## src/rtl/alu_32bit.sv

```systemverilog
// 32-bit MIPS datapath ALU: AND/OR/ADD/SUB/XOR with carry-out and zero flags.
// Latency: one clock; a, b and alu_ctr sampled at a rising edge, results registered at that edge.
// No backpressure: accepts new operands every cycle, one result per cycle, no stall.
module alu_32bit #(
  parameter int WIDTH = 32
) (
  input  logic             clk,
  input  logic             rst,
  output logic [WIDTH-1:0] r,
  output logic             c_out,
  output logic             z,
  input  logic [WIDTH-1:0] a,
  input  logic [WIDTH-1:0] b,
  input  logic [2:0]       alu_ctr
);

  localparam logic [2:0] OP_AND = 3'b000;
  localparam logic [2:0] OP_OR  = 3'b001;
  localparam logic [2:0] OP_ADD = 3'b010;
  localparam logic [2:0] OP_SUB = 3'b110;
  localparam logic [2:0] OP_XOR = 3'b111;

  // Adder operand and sum: SUB reuses the one adder with b inverted and carry-in of 1.
  logic             sub_sel;
  logic [WIDTH-1:0] b_add;
  logic [WIDTH:0]   sum;

  // Next-state result and carry before the output register.
  logic [WIDTH-1:0] r_nxt;
  logic             c_nxt;

  // Shared adder: a + b for ADD, a + ~b + 1 for SUB; the top bit is the carry out of the MSB.
  always_comb begin
    sub_sel = (alu_ctr == OP_SUB);
    b_add   = sub_sel ? ~b : b;
    sum     = {1'b0, a} + {1'b0, b_add} + {{WIDTH{1'b0}}, sub_sel};
  end

  // Operation select; unused codes give a clean zero result so nothing undefined reaches the flags.
  always_comb begin
    r_nxt = '0;
    c_nxt = 1'b0;
    case (alu_ctr)
      OP_AND: r_nxt = a & b;
      OP_OR:  r_nxt = a | b;
      OP_ADD: begin
        r_nxt = sum[WIDTH-1:0];
        c_nxt = sum[WIDTH];
      end
      OP_SUB: begin
        r_nxt = sum[WIDTH-1:0];
        c_nxt = sum[WIDTH];
      end
      OP_XOR: r_nxt = a ^ b;
      default: begin
        r_nxt = '0;
        c_nxt = 1'b0;
      end
    endcase
  end

  // Output register; zero flag is derived from the next-state result so it lines up with r.
  always_ff @(posedge clk or posedge rst) begin
    if (rst) begin
      r     <= '0;
      c_out <= 1'b0;
      z     <= 1'b1;
    end else begin
      r     <= r_nxt;
      c_out <= c_nxt;
      z     <= (r_nxt == '0);
    end
  end

endmodule

```

## config.mk

```make
export PLATFORM = sky130hd
export DESIGN_NAME = alu_32bit
export DESIGN_NICKNAME = d
export VERILOG_FILES = /design/src/rtl/alu_32bit.sv
export SDC_FILE = /design/constraint.sdc
export NUM_CORES = 1
export LEC_CHECK = 0
export ABC_AREA = 1
export CAP_MARGIN = 5
export CORE_AREA = 2 2 115 117
export DETAILED_ROUTE_END_ITERATION = 10
export DIE_AREA = 0 0 117 119
export PLACE_DENSITY = 0.72
export SLEW_MARGIN = 20
export SYNTH_ARGS = -nofsm -noshare
export SYNTH_HDL_FRONTEND = slang
export SYNTH_SLANG_ARGS = --single-unit
```

## constraint.sdc

```tcl
create_clock -name clk -period 0.89 [get_ports clk]
set_input_delay 0.089 -clock clk [delete_from_list [all_inputs] [get_ports clk]]
set_output_delay 0.089 -clock clk [all_outputs]
set_load 0.02 [all_outputs]
```

==> flow_metrics.py <==
metrics = {
    "detailed_routing": {
        "drc_errors": 0,
        "finalWirelength_um": 22370,
        "antenna_left": 0,
        "routedWlPerCell_um": 16.10,
        "viasPerCell": 5.147,
        "drtIter0Drc": 502,
        "drtPass1Iterations": 5,
        "dr_total_vias": 7149,
    },
    "timing": {
        "worst_pin_slew_ns": 0.5550,
        "max_freq_mhz": 385.0,
        "hold_viol": 0,
        "min_period_over_period_pct": 291.9,
        "setup_ws_ns": -1.708,
        "setup_violations": 53,
        "maxSlewViolCount": 0,
        "timing.final.crit_period_ns": 2.598,
        "whs_ns": 0.1412,
        "rsz0062_at_grt": "yes",
        "max-slew-margin-rel_pct": 63.00,
    },
    "worst_setup_path": {
        "end_kind": "register",
        "crit_fanout": 7,
        "crit_path_start_kind": "primary input",
        "critPathArrivalTime_ns": 2.84,
        "worstSetupPathType": "in2reg",
        "worst_ep_required_time_ns": 1.14,
    },
    "outcome": {
        "violations": "negative setup slack",
        "outcome": "complete, but fails checks",
    },
    "global_route": {
        "overflow": 0,
        "grt_pass1_wl_um": 31990,
        "grt_pass1_vias": 6786,
        "grt_max_degree": 35,
        "track_usage_pct": 29.38,
        "grt_antenna_before_repair": 0,
    },
    "synthesis": {
        "ys_ff_latch": 34,
        "syn_avg_cell_area_um2": 6.295,
        "yosysWarnings": 0,
        "async_flop_share_pct": 100.0,
        "synth_area_leaders": "ha_1 23%, nand2_1 15%, dfrtp_1 15%, inv_1 13%, nor2_1 5.5%",
        "synth_edf_count": 0,
        "synth_top_area_share_pct": 22.68,
        "synth_area_leader_cell": "ha_1",
        "ys_types": 40,
        "syn_nets": 1066,
        "synth-seq-area-share_pct": 15.14,
        "syn_area_mm2": 0.005628,
        "syn_inst": 894,
        "ys_dominant_reg_cell": "dfrtp_1",
    },
    "power_and_ir_drop": {
        "ir_worst_vdd_mv": 0.7376,
        "pwr-share-seq_pct": 16.4,
        "internal_power_mw": 6.345,
        "share_comb_of_total_power_pct": 66.9,
        "pwr-share-clk_pct": 16.7,
        "netSwitchingPower_mw": 4.827,
        "powerDensity_mw_per_mm2": 1091,
        "netSwitchingFraction_pct": 43.21,
        "p_total_mw": 11.17,
        "power.leakage_nw": 5.472,
    },
    "floorplanning": {
        "die_area_mm2": 0.01392,
        "die_x_um": 117,
        "start_util_pct": 43.71,
        "die_h_um": 119,
        "pin_count": 103,
        "rows": 42,
        "coreArea_mm2": 0.01287,
    },
    "clock_network": {
        "cts_buffers": 5,
        "cts_tree": "yes",
        "cts_root_buf": "clkbuf_16",
        "cts_htree_levels": 2,
        "clk_pin_slew_ns": 0.07,
        "ctsHoldBuffers": 0,
        "clock-sinks": 34,
        "clock_path_buffers": 2,
    },
    "final_layout": {
        "antenna_cells": 0,
        "drive_gt1_share_pct": 44.60,
        "n_fill_cell": 848,
        "design_area_mm2": 0.01024,
        "instances_no_fill": 1389,
        "finalNetCount": 1384,
        "layout_commonest_cell": "buf_4",
        "final_core_util_pct": 79.53,
        "layout_common_cells": "178 x buf_4, 159 x inv_1, 153 x nand2_1",
        "syn2layout_area_growth_pct": 81.95,
    },
    "placement": {
        "dpl.cell_count": 1332,
        "io_buffers": 102,
        "detailed_place.area_mm2": 0.008290,
        "gp_congestion": 0.9598,
        "hpwl_um": 14690,
    },
    "hold_path": {
        "worstHoldPathType": "in2async",
    },
    "job": {
        "maxCapViolCount": 0,
    },
}
==> layer usage <==
layer	share of wire [%]	wire length, um	vias up	GRT usage, %
met2	48	10700	277	48.55
met5	0	0	-	0
met1	44	9794	3368	38.77
met3	5.2	1158	69	5.089
li1	-	-	3435	-
met4	3.2	717	0	9.044
==> cells by family (layout without fill, tap and decap cells) <==
kind of cell | count (synthesis) | count (layout) | share of synthesized area [%]
buffers and inverters | 208 | 527 | 14.01
xor gates and xnor gates | 32 | 32 | 4.980
AOI/OAI and AO/OA | 100 | 100 | 11.16
DFF | 34 | 34 | 15.14
adders and majority gates | 103 | 103 | 23.03
and+or+nand+nor | 417 | 417 | 31.68
==> stage by stage <==
step | TNS (ns) | setup slack, ns
CTS | -40.96 | -1.714
finish | -40.30 | -1.708
global route | -44.64 | -1.827
global placement | -68.03 | -2.520
detailed placement | -69.20 | -2.607
floorplan | -28.66 | -1.272
==> synthesized netlist by cell type (3+ instances only) <==
library cell and n:
clkbuf_1 4, nor3_1 6, o21ai_0 23, nand2_1 230
nand3_1 55, xor2_1 31, ha_1 102, inv_2 4
buf_2 6, a21oi_1 37, nand4_1 14, buf_1 4
o21bai_1 7, dfrtp_1 33, nand2_2 8, or2_1 3
nor2_2 5, inv_1 190, nor2_1 83, a21o_1 3
a221oi_1 21
==> critical path, cell delays in order <==
cell	delay, ns
buf_12	0.12
inv_16	0.04
nand3_4	0.12
buf_12	0.19
xor2_1	0.19
inv_1	0.10
ha_4	0.27
nand2_2	0.06
nand2_2	0.07
nand2_2	0.08
nand2_2	0.07
inv_2	0.06
nand2_2	0.05
buf_4	0.14
nand2_2	0.05
nand2_2	0.06
buf_4	0.13
or2_1	0.22
nand3_2	0.08
nand2_2	0.06
or2_0	0.22
nor2_2	0.16
nand3_2	0.09
nor2_1	0.10
==> final cells by class <==
cell class / instances / area, um^2 / area share, %
Multi-Input combinational cell: 652 / 5294 / 51.70
Inverter: 194 / 754.5 / 7.368
Clock buffer: 8 / 136.4 / 1.332
Sequential cell: 34 / 852.1 / 8.321
Timing Repair Buffer: 325 / 2983 / 29.13
Tap cell: 176 / 220.2 / 2.151
==> path summary, 6_finish.rpt <==
check                      slack [ns]       start               to
max                             -1.71  alu_ctr[0]      z$_DFF_PP1_
min                              0.14         rst   r[3]$_DFF_PP0_
min in group clk                 0.34  alu_ctr[0]  c_out$_DFF_PP0_
max in group asynchronous        0.50         rst      z$_DFF_PP1_
==> power by group through the flow <==
| stage | Sequential, mW | Clock, mW | Combinational [mW] |
|---|---|---|---|
| after floorplan | 2.08 | 0 | 2.48 |
| after global placement | 1.82 | 0 | 5.31 |
| after detailed placement | 1.82 | 0 | 5.36 |
| after CTS | 1.83 | 1.85 | 6.48 |
| after global routing | 1.86 | 1.92 | 8.00 |
| final | 1.84 | 1.86 | 7.47 |
==> registers in the layout, indices dropped and copies added, names as in the netlist <==
register  flops
r            32
z             1
c_out         1
==> timing repair <==
action                     in CTS  in global routing
cloned                          1                  0
setup endpoints to repair      68                 68
buffers inserted               43                 13
pin swaps                      83                 75
resized for setup             417                171
Note: power is estimated with default switching activity, not from simulation.
